==> src/rtl/rf_alu_pkg.sv <==
// Shared widths, select encodings and the ALU adder helper for the
// register-file / ID-EXE / ALU datapath slice.
package rf_alu_pkg;

  localparam int DW   = 16;
  localparam int AW   = 3;
  localparam int NREG = 8;

  localparam logic ALUOP_ADD = 1'b0;
  localparam logic ALUOP_SUB = 1'b1;

  localparam logic WB_SEL_ALU = 1'b0;
  localparam logic WB_SEL_MEM = 1'b1;

  localparam logic RB_SEL_RN = 1'b0;
  localparam logic RB_SEL_RD = 1'b1;

  localparam logic OPB_SEL_REG = 1'b0;
  localparam logic OPB_SEL_IMM = 1'b1;

  localparam logic LI_SEL_LLI = 1'b0;
  localparam logic LI_SEL_LHI = 1'b1;

  typedef logic [DW-1:0] word_t;
  typedef logic [AW-1:0] raddr_t;

  // 17-bit add so the carry out falls out as the top bit
  function automatic logic [DW:0] alu_add(input word_t a, input word_t b, input logic cin);
    alu_add = {1'b0, a} + {1'b0, b} + {{DW{1'b0}}, cin};
  endfunction

endpackage

==> src/rtl/rf_8x16.sv <==
// 8x16 register file: one write port, two full-width combinational read
// ports and a byte-wide debug view port. Reads never see a same-edge write.
module rf_8x16
  import rf_alu_pkg::*;
(
  input  logic          clk,
  input  logic          rst_n,
  input  logic          we,
  input  logic [AW-1:0] waddr,
  input  logic [DW-1:0] wdata,
  input  logic [AW-1:0] ra_addr,
  output logic [DW-1:0] ra_data,
  input  logic [AW-1:0] rb_addr,
  output logic [DW-1:0] rb_data,
  input  logic [AW-1:0] rv_addr,
  output logic [7:0]    rv_byte
);

  word_t mem_r [NREG];

  // Register array storage with asynchronous clear
  always_ff @(posedge clk or negedge rst_n) begin
    if (!rst_n) begin
      for (int i = 0; i < NREG; i++) begin
        mem_r[i] <= {DW{1'b0}};
      end
    end else if (we) begin
      mem_r[waddr] <= wdata;
    end
  end

  assign ra_data = mem_r[ra_addr];
  assign rb_data = mem_r[rb_addr];
  assign rv_byte = mem_r[rv_addr][7:0];

endmodule

==> src/rtl/rf_plus_alu.sv <==
// Datapath slice: register file, ID-stage operand muxing, ID/EXE buffer
// and a 16-bit add/subtract ALU with C/Z/N flags.
module rf_plus_alu
  import rf_alu_pkg::*;
(
  input  logic          clk,
  input  logic          Reset,
  input  logic [10:0]   Ins,
  input  logic [DW-1:0] WBData,
  input  logic [DW-1:0] MEMData,
  input  logic          WBRF,
  input  logic          WBresource,
  input  logic          RBresource,
  input  logic          OprandB,
  input  logic          LI,
  input  logic          Buff_IDEXE,
  input  logic          ALUop,
  input  logic          PSW_C,
  input  logic          Flag,
  output logic [7:0]    Rm,
  output logic [7:0]    Rd,
  output logic [DW-1:0] OutR,
  output logic [DW-1:0] LI_EXE,
  output logic [DW-1:0] Sum,
  output logic          C,
  output logic          Z,
  output logic          N
);

  word_t         wdata_s;
  raddr_t        rb_addr_s;
  word_t         data_a_s;
  word_t         data_b_s;
  word_t         opb_s;
  word_t         li_s;
  word_t         a_exe_r;
  word_t         b_exe_r;
  word_t         out_r;
  word_t         li_exe_r;
  word_t         b_mod_s;
  logic          cin_s;
  logic [DW:0]   sum_full_s;

  // Write-back and port-B address selection
  always_comb begin
    wdata_s   = WBData;
    rb_addr_s = Ins[4:2];
    case (WBresource)
      WB_SEL_ALU: wdata_s = WBData;
      WB_SEL_MEM: wdata_s = MEMData;
      default:    wdata_s = WBData;
    endcase
    case (RBresource)
      RB_SEL_RN: rb_addr_s = Ins[4:2];
      RB_SEL_RD: rb_addr_s = Ins[10:8];
      default:   rb_addr_s = Ins[4:2];
    endcase
  end

  rf_8x16 u_rf (
    .clk     (clk),
    .rst_n   (Reset),
    .we      (WBRF),
    .waddr   (Ins[10:8]),
    .wdata   (wdata_s),
    .ra_addr (Ins[7:5]),
    .ra_data (data_a_s),
    .rb_addr (rb_addr_s),
    .rb_data (data_b_s),
    .rv_addr (Ins[10:8]),
    .rv_byte (Rd)
  );

  assign Rm = data_a_s[7:0];

  // ID-stage operand B and load-immediate formation
  always_comb begin
    opb_s = data_b_s;
    li_s  = {8'h00, Ins[7:0]};
    case (OprandB)
      OPB_SEL_REG: opb_s = data_b_s;
      OPB_SEL_IMM: opb_s = {{(DW-3){1'b0}}, Ins[4:2]};
      default:     opb_s = data_b_s;
    endcase
    // LHI keeps the destination's low byte, read through port B
    case (LI)
      LI_SEL_LLI: li_s = {8'h00, Ins[7:0]};
      LI_SEL_LHI: li_s = {Ins[7:0], data_b_s[7:0]};
      default:    li_s = {8'h00, Ins[7:0]};
    endcase
  end

  // ID/EXE pipeline buffer
  always_ff @(posedge clk or negedge Reset) begin
    if (!Reset) begin
      a_exe_r  <= {DW{1'b0}};
      b_exe_r  <= {DW{1'b0}};
      out_r    <= {DW{1'b0}};
      li_exe_r <= {DW{1'b0}};
    end else if (Buff_IDEXE) begin
      a_exe_r  <= data_a_s;
      b_exe_r  <= opb_s;
      out_r    <= data_b_s;
      li_exe_r <= li_s;
    end
  end

  // ALU operand conditioning; subtract is A + ~B + cin
  always_comb begin
    b_mod_s = b_exe_r;
    case (ALUop)
      ALUOP_ADD: b_mod_s = b_exe_r;
      ALUOP_SUB: b_mod_s = ~b_exe_r;
      default:   b_mod_s = b_exe_r;
    endcase
    if (Flag) begin
      cin_s = PSW_C;
    end else begin
      cin_s = ALUop;
    end
  end

  assign sum_full_s = alu_add(a_exe_r, b_mod_s, cin_s);

  assign Sum    = sum_full_s[DW-1:0];
  assign C      = sum_full_s[DW];
  assign Z      = (sum_full_s[DW-1:0] == {DW{1'b0}});
  assign N      = sum_full_s[DW-1];
  assign OutR   = out_r;
  assign LI_EXE = li_exe_r;

endmodule

==> config.mk <==
export PLATFORM = sky130hd
export DESIGN_NAME = rf_plus_alu
export DESIGN_NICKNAME = d
export VERILOG_FILES = /design/src/rtl/rf_alu_pkg.sv /design/src/rtl/rf_8x16.sv /design/src/rtl/rf_plus_alu.sv
export SDC_FILE = /design/constraint.sdc
export NUM_CORES = 1
export LEC_CHECK = 0
export CORE_UTILIZATION = 61
export CTS_CLUSTER_SIZE = 24
export DETAILED_ROUTE_END_ITERATION = 10
export GPL_ROUTABILITY_DRIVEN = 0
export GPL_TIMING_DRIVEN = 0
export PLACE_DENSITY_LB_ADDON = 0.12
export SETUP_SLACK_MARGIN = 0.02
export SLEW_MARGIN = 10
export SYNTH_ARGS = -nofsm -noshare
export SYNTH_HDL_FRONTEND = slang
export SYNTH_SLANG_ARGS = --single-unit
==> constraint.sdc <==
create_clock -name clk -period 7.2 [get_ports clk]
set_input_delay 0.72 -clock clk [delete_from_list [all_inputs] [get_ports clk]]
set_output_delay 0.72 -clock clk [all_outputs]
set_load 0.01 [all_outputs]
== Word level (Yosys, flattened, before mapping) ==
Index checks and enable logic that the tools add are counted.

* Register bits: 192
* Word-level logic and storage cells: 47
* Bits in read-only memories: 0
* Bits of input ports: 54
* Output and inout port bits: 67
* RAM bits: 0
* Bits in latches: 0
* Memories kept: 0

* Bitwise gates (word level): 9
* Order comparisons: 4
* Multiplexer cells: 18
* $mul: 0
* Shift operators: 0
* Reduce and logical (&&, ||, !) cells: 2
* Div/mod/pow operators: 0
* Equal/unequal tests: 0
* $add $sub $neg: 2

{| class="wikitable"
|+ Operators by type and width
! cell !! number
|-
| binary-select mux 16 bit (select 3 bit) || 3
|-
| bitwise mux 128 bit || 1
|-
| one-hot mux 16 bit (2 select lines) || 4
|-
| two-way mux 16 bit || 5
|-
| demux 16 bit (select 3 bit) || 1
|-
| adder 16 x 16 -> 17 bit || 1
|-
| adder 17 x 1 -> 17 bit || 1
|-
| logical NOT 16 bit || 1
|-
| two-way mux 8 bit || 2
|-
| inverter 16 bit || 1
|-
| >= comparator 4 bit, second input constant || 3
|-
| inverter 3 -> 4 bit || 3
|-
| one-hot mux 3 bit (2 select lines) || 1
|-
| inverter 1 bit || 5
|-
| < comparator 4 x 1 -> 1 bit, second input constant || 1
|-
| logical AND 1 bit || 1
|-
| two-way mux 1 bit || 1
|}

== Longest topological paths before layout ==
Gate-level depths: netlist (run 1).

* Depth in word-level cells: 7
* Gate-level depth with buffers: 13
* Mapped depth without buffers: 11

== Cells and area by module ==
Synthesis (run 1) repeated with hierarchy kept, for this count alone.

* Cells, all modules: 785
* Area total of the unflattened synthesis: 11360.9 um2

{| class="wikitable"
|+ Modules (own cells, without submodules)
! module !! seq. area each (um2) !! area each (um2) !! cells each !! instances
|-
| rf_8x16 || 3203.1 || 7563.5 || 422 || 1
|-
| rf_plus_alu || 1601.5 || 3797.4 || 363 || 1
|}

== Least setup slack after synthesis (run 1) ==
Ideal clock, no wire load.

* Kind: input -> output
* Start point: input ALUop
* End point: output Z
* Required time: 6.480 ns
* Data arrival time: 4.346 ns
* Slack: 2.134 ns
* Stages: 13
* Buffers on the path: 2
* Cells stage by stage: clkbuf_1 -> clkbuf_1 -> mux2i_1 -> fa_1 -> fa_1 -> nor2b_4 -> o21a_1 -> o21ai_0 -> a2111o_1 -> a2111o_1 -> a2111oi_2 -> nor4b_2 -> nor4b_4

* Word-level cells in the longest chain between the ends: 5
* Elaborated cells between the ends (all ways): 6
* Classes of those cells: add/sub: 2; mux: 2; bitwise: 1; reduce/logical: 1

{| class="wikitable"
|+ Ends and longest elaborated chain
! element !! RTL line !! source
|-
| from (decl) || rf_plus_alu.sv:17 || <nowiki>input logic ALUop,</nowiki>
|-
| inverter 1 bit || rf_plus_alu.sv:111 || <nowiki>case (ALUop)</nowiki>
|-
| one-hot mux 16 bit (2 select lines) || rf_plus_alu.sv:111 ||
|-
| adder 16 x 16 -> 17 bit || rf_alu_pkg.sv:29 || <nowiki>alu_add = {1'b0, a} + {1'b0, b} + {{DW{1'b0}}, cin};</nowiki>
|-
| adder 17 x 1 -> 17 bit (*) || rf_alu_pkg.sv:29 ||
|-
| logical NOT 16 bit (*) || rf_plus_alu.sv:127 || <nowiki>assign Z = (sum_full_s[DW-1:0] == {DW{1'b0}});</nowiki>
|-
| to (decl) || rf_plus_alu.sv:26 || <nowiki>output logic Z,</nowiki>
|}

Every way passes the cells marked *; elsewhere a longest branch is shown, timed or not.

== Worst setup path after layout (run 1) ==
Ends and elaborated chain as after synthesis.

==> results of run 1 <==
worst max-delay path: cells and delay by family:
kind | cells | cell delay, ns
AO/OA/AOI/OAI | 5 | 1.31
adder cells (fa/ha/maj) | 2 | 0.96
buffers and inverters | 3 | 1.57
multiplexers | 1 | 0.20
AND/OR/NAND/NOR | 3 | 0.61
logic make-up after synthesis:
family / Yosys count
xor gates and xnor gates: 26
adders and majority gates: 17
AOI/OAI and AO/OA: 225
DFF: 192
and+or+nand+nor: 215
muxes: 157
buffers and inverters: 101
through the flow:
step,worst slack [ns],cells,TNS (ns)
after detailed placement,1.003,1269,0
after CTS,0.9996,1300,0
after global placement,-2.458,1267,-468.20
after floorplan,2.134,933,0
final,1.096,1300,0
after global routing,0.7241,1300,0
worst paths after layout:
kind                                     start             end  slack, ns  cells after the start
worst max-delay path                     ALUop               Z       1.10                     14
worst min-delay path                     Reset  u_rf.mem_r[98]       0.33                      2
worst max register to register  u_rf.mem_r[98]      b_exe_r[2]       5.30                      4
worst min register to register  u_rf.mem_r[74]  u_rf.mem_r[74]       0.50                      2
max in group asynchronous                Reset     a_exe_r[10]       6.08                      3
min in group clk                u_rf.mem_r[74]  u_rf.mem_r[74]       0.50                      2
final cells by class:
type | count | area (µm²)
Buffer | 74 | 317.8
Clock buffer | 23 | 478.0
Clock inverter | 8 | 81.33
Fill cell | 1158 | 4180
Inverter | 27 | 101.3
Multi-Input combinational cell | 640 | 5202
Sequential cell | 192 | 4805
Tap cell | 220 | 275.3
Timing Repair Buffer | 116 | 1201
synthesized netlist by cell type:
master and count:
a31oi_1 1, and4_1 1, buf_4 9, nor2b_1 1, fa_1 2, inv_1 27
clkbuf_1 56, xor2_1 17, nor2_1 105, nand2b_1 4, nor4b_4 1, ha_1 15
dfrtp_1 192, o21ai_0 87, nand4b_1 3, nor3_1 4, nand4_1 2, o21a_1 3
o22ai_1 13, xnor2_1 9, buf_2 5, o2111ai_1 1, buf_1 4, and2_1 2
o211ai_1 2, nor2b_4 1, a21o_1 5, and3_1 1, a2111o_1 2, mux2_2 33
mux4_2 80, and2_2 1, mux2i_1 44, nor4b_2 1, nand2_1 73, o41ai_1 2
or3_1 4, a21oi_1 108, nand3_1 9, nor3b_1 2, a2111oi_2 1
per-layer routing:
layer  global-route usage  routed length, µm  vias to the layer above
met1               0.4716              11150                     4109
met3               0.1019               3281                       78
li1                     -                  -                     3647
met4               0.1367                953                        0
met2               0.5348              13440                      571
met5                    0                  0                        -
sequential cells by signal, summed over array words and instances, names as in the netlist:
register / count
a_exe_r: 16
LI_EXE: 16
u_rf.mem_r: 128
b_exe_r: 16
OutR: 16
where the power goes:
group	switching [mW]	internal, mW
Sequential	0.197	1.31
Clock	0.405	0.504
Combinational	0.685	0.789
==> flow_metrics.py, run 1 <==
metrics = {
    "run_status": {
        "status": "complete, no violations",
    },
    "yosys": {
        "synth_xor_area_frac": 0.02184,
        "yosysSeqAreaShare": 0.4608,
        "synthesis.nets": 1004,
        "yosys_warnings": 0,
        "synth_area_leaders": "dfrtp_1, mux4_2, a21oi_1",
        "synth_largest_area_cell": "dfrtp_1",
        "synthMuxAreaShare": 0.2507,
        "yosysUniqueCellTypes": 41,
        "avgSynthCellArea_um2": 11.17,
        "synth_seq_cells": 192,
        "synth-simple-area-share": 0.08928,
        "synthAdderAreaFrac": 0.02184,
        "synthCells": 933,
        "synth_top_family_by_area": "multiplexers",
        "synth-compound-area-share": 0.1153,
        "synth_area_um2": 10430,
        "synth_top_cell_area_share": 0.4608,
    },
    "drt": {
        "wl_per_cell_um": 22.17,
        "vias": 8405,
        "drt_first_pass_iters": 5,
        "drt_wl_total_um": 28830,
        "viasPerCell": 6.465,
        "first_iter_violations": 978,
        "ant_nets": 0,
        "route.detailed.drc": 0,
    },
    "power": {
        "p_leak_nw": 5.185,
        "p_total_mw": 3.884,
        "power_density_nw_per_um2": 311.7,
        "irDropWorstVdd_v": 0.0002442,
    },
    "critical_path": {
        "worstPathCellList": "clkbuf_1 -> clkbuf_1 -> mux2i_1 -> fa_1 -> fa_1 -> nor2b_4 -> o21a_1 -> o21ai_0 -> a2111o_1 -> a2111o_1 -> a2111oi_2 -> nor4b_2 -> nor4b_4 -> clkdlybuf4s50_1",
        "cp_slowest_stage_delay_ns": 0.61,
        "required_ns": 6.48,
        "path_class": "primary input to output port",
        "endpoint_kind": "output port",
        "crit_slowest_cell": "clkbuf_1",
        "cp.arrival_ns": 5.38,
        "crit_fanout": 10,
        "start_kind": "primary input",
    },
    "grt": {
        "grt_usage": 0.3479,
        "gr-total-overflow": 0,
        "antenna_found_initial": 0,
        "grt_max_degree": 114,
        "grt_pass1_wl_um": 45770,
        "grt_pass1_vias": 8308,
    },
    "die": {
        "core_um2": 16640,
        "chipHeight_um": 132.7,
        "die-area_um2": 17620,
        "start_util": 0.6265,
        "num_rows": 47,
        "io_pins": 121,
        "die_w_um": 132.7,
    },
    "clock_tree": {
        "hold_buffers": 0,
        "clk_latency_ns": 0.43,
        "cts_tree": "yes",
        "root_buffer": "clkbuf_16",
        "clk_path_buf_depth": 2,
        "cts_max_level": 4,
        "cts_buffers": 17,
        "cts_setup_buffers": 0,
        "cts.sinks": 192,
        "cts_resized": 0,
        "clkTransAtPathRegs_ns": 0.07,
    },
    "flow_run": {
        "cap_viol_max_count": 0,
    },
    "finish": {
        "fin_util": 0.7488,
        "final_area_um2": 12460,
        "antenna_cells": 0,
        "most-common-layout-cells": "dfrtp_1, clkdlybuf4s50_1, a21oi_1",
        "drive_above_1_share": 0.1509,
        "syn2layout_area_growth_pct": 19.53,
        "mostFrequentLayoutCell": "dfrtp_1",
        "nNetsFinal": 1139,
    },
    "timing": {
        "final-hold-violation-count": 0,
        "slew_violations": 0,
        "timing.final.crit_share": 0.8478,
        "clock.fmax_ghz": 0.1638,
        "setup_viol": 0,
        "rsz0062_at_grt": "false",
        "slew_headroom": 0.1499,
        "period_minus_slack_ns": 6.104,
        "worst_pin_slew_ns": 1.240,
        "hold_slack_ns": 0.3304,
        "skew_ns": 0.009370,
    },
    "worst_hold_path": {
        "hp-class": "primary input to async pin",
    },
    "placement": {
        "io_buffers": 114,
        "hpwlAfterDp_um": 20500,
        "post_dp_cell_area_um2": 11900,
    },
}
Power figures use the tool's default switching activity.
==> run 2: changes to the inputs <==
- CORE_UTILIZATION: 61 -> 57
- clock period: 7.2 -> 6 ns (I/O delays scaled with it)
==> run 2 against run 1 <==
- register-to-register slack got worse by 1.3 ns
- critical path depth unchanged
- die area grew 6.9%
- utilization fell by 5.1 points
- largest cell class unchanged
- clock-buffer cell count shrank 3
- combinational power rose by 20%
- first-iteration DRC count down 8.2%
- global-route usage is 0.69 points lower
- sequential share of layout area down 0.21 points
- cell area increased by 0.55%
- worst hold slack got worse by 0.19 ns
==> flow_metrics.py, run 2 (synthesis gave the netlist of run 1 again) <==
metrics = {
    "timing": {
        "skew_ns": 0.008621,
        "setup_viol": 0,
        "fin_ws_ns": 0.4256,
        "timing.final.crit_share": 0.9291,
        "slew_violations": 0,
        "hold_slack_ns": 0.1355,
        "worst_pin_slew_ns": 1.126,
        "clock.fmax_ghz": 0.1794,
        "rsz0062_at_grt": "false",
        "period_minus_slack_ns": 5.574,
        "slew_headroom": 0.2278,
        "final-hold-violation-count": 0,
    },
    "die": {
        "num_rows": 49,
        "core_um2": 17960,
        "start_util": 0.5804,
        "die-area_um2": 18840,
        "chipHeight_um": 137.2,
        "die_w_um": 137.2,
        "io_pins": 121,
    },
    "power": {
        "p_leak_nw": 5.221,
        "irDropWorstVdd_v": 0.0003101,
        "power_density_nw_per_um2": 384.0,
    },
    "placement": {
        "placed_cells": 1277,
        "io_buffers": 114,
        "pre_cts_ws_ns": 0.02245,
        "hpwlAfterDp_um": 20930,
    },
    "drt": {
        "drt_first_pass_iters": 5,
        "route.detailed.drc": 0,
        "wl_per_cell_um": 22.76,
        "viasPerCell": 6.350,
        "first_iter_violations": 898,
        "drt_wl_total_um": 29770,
        "ant_nets": 0,
        "vias": 8306,
    },
    "grt": {
        "grt_pass1_vias": 8282,
        "gr-total-overflow": 0,
        "grt_usage": 0.3410,
        "grt_max_degree": 109,
        "antenna_found_initial": 0,
        "grt_pass1_wl_um": 46420,
    },
    "finish": {
        "drive_above_1_share": 0.1529,
        "syn2layout_area_growth_pct": 20.19,
        "top_register": "u_rf.mem_r",
        "most-common-layout-cells": "dfrtp_1, clkdlybuf4s50_1, a21oi_1",
        "antenna_cells": 0,
        "fin_util": 0.6976,
        "mostFrequentLayoutCell": "dfrtp_1",
        "nNetsFinal": 1138,
        "largest_reg_flops": 128,
        "stdcell_count": 1308,
    },
    "critical_path": {
        "crit_fanout": 10,
        "worst-path-buf-inv": 3,
        "cp_slowest_stage_delay_ns": 0.56,
        "start_kind": "primary input",
        "worstPathCellList": "clkbuf_1 -> clkbuf_2 -> mux2i_1 -> fa_1 -> fa_1 -> nor2b_4 -> o211ai_1 -> a21oi_1 -> o21ai_0 -> a2111o_1 -> a2111oi_2 -> nor4b_2 -> nor4b_4 -> clkdlybuf4s50_1",
        "path_class": "primary input to output port",
        "crit_top_cell": "fa_1",
        "cpLargestDelayFamily": "buffers and inverters",
        "endpoint_kind": "output port",
        "cp.arrival_ns": 4.97,
        "required_ns": 5.40,
        "crit_slowest_cell": "clkdlybuf4s50_1",
    },
    "clock_tree": {
        "cts.sinks": 192,
        "cts_max_level": 4,
        "cts_buffers": 17,
        "cts_tree": "yes",
        "cts_setup_buffers": 0,
        "clk_path_buf_depth": 2,
        "hold_buffers": 0,
        "root_buffer": "clkbuf_16",
        "cts_resized": 1,
        "clkTransAtPathRegs_ns": 0.06,
        "clk_latency_ns": 0.43,
    },
    "flow_run": {
        "cap_viol_max_count": 0,
    },
    "worst_hold_path": {
        "hp-class": "primary input to async pin",
    },
    "run_status": {
        "status": "complete, no violations",
    },
}
==> run 2: changes by cell type in the layout (fill, tap and decap cells not counted) <==
cell	delta
clkinvlp_4	-1
clkinv_2	+2
clkbuf_2	+1
clkinv_4	-1
bufinv_16	+4
buf_16	-1
clkbuf_8	-1
inv_6	-1
clkbuf_1	-3
==> run 2: path summary, 6_finish.rpt <==
kind | start | endpoint | cells after the start | slack [ns]
setup / recovery | ALUop | Z | 14 | 0.43
hold / removal | Reset | OutR[13] | 1 | 0.14
setup reg to reg | u_rf.mem_r[49] | b_exe_r[1] | 4 | 4.05
hold reg to reg | u_rf.mem_r[28] | u_rf.mem_r[28] | 2 | 0.50
max in group asynchronous | Reset | u_rf.mem_r[4] | 2 | 4.91
min in group clk | u_rf.mem_r[28] | u_rf.mem_r[28] | 2 | 0.50
==> run 2: cell type report <==
class | instances | area (µm²)
Timing Repair Buffer | 115 | 1174
Sequential cell | 192 | 4805
Tap cell | 229 | 286.5
Inverter | 27 | 101.3
Clock inverter | 11 | 186.4
Buffer | 74 | 319.1
Fill cell | 1312 | 5433
Multi-Input combinational cell | 640 | 5202
Clock buffer | 20 | 456.7
==> run 2: worst reg2reg max path: stages, from the launching register on <==
cell and delay, ns:
dfrtp_1 0.44, mux4_2 0.50, mux2i_1 0.45, o21ai_0 0.18, mux2_2 0.29
==> run 2: per-stage QoR <==
step | TNS [ns] | power [mW] | area (µm²)
5_1_grt | 0 | 5.068 | 12530
6_report | 0 | 4.812 | 12530
2_1_floorplan | 0 | 2.836 | 10430
3_5_place_dp | 0 | 3.564 | 11890
3_3_place_gp | -693.12 | 3.509 | 11850
4_1_cts | 0 | 4.806 | 12530
==> run 2: layer usage <==
metal | up-vias | track usage | share of wire
li1 | 3654 | - | -
met1 | 4117 | 0.4506 | 0.40
met2 | 474 | 0.5384 | 0.48
met3 | 61 | 0.09823 | 0.097
met4 | 0 | 0.1270 | 0.025
met5 | - | 0 | 0
==> run 2: power breakdown <==
group	internal [mW]	total, mW	switching, mW
sequential	1.57	1.80	0.238
combinational	0.944	1.77	0.823
clock	0.758	1.24	0.483
total	3.27	4.81	1.54
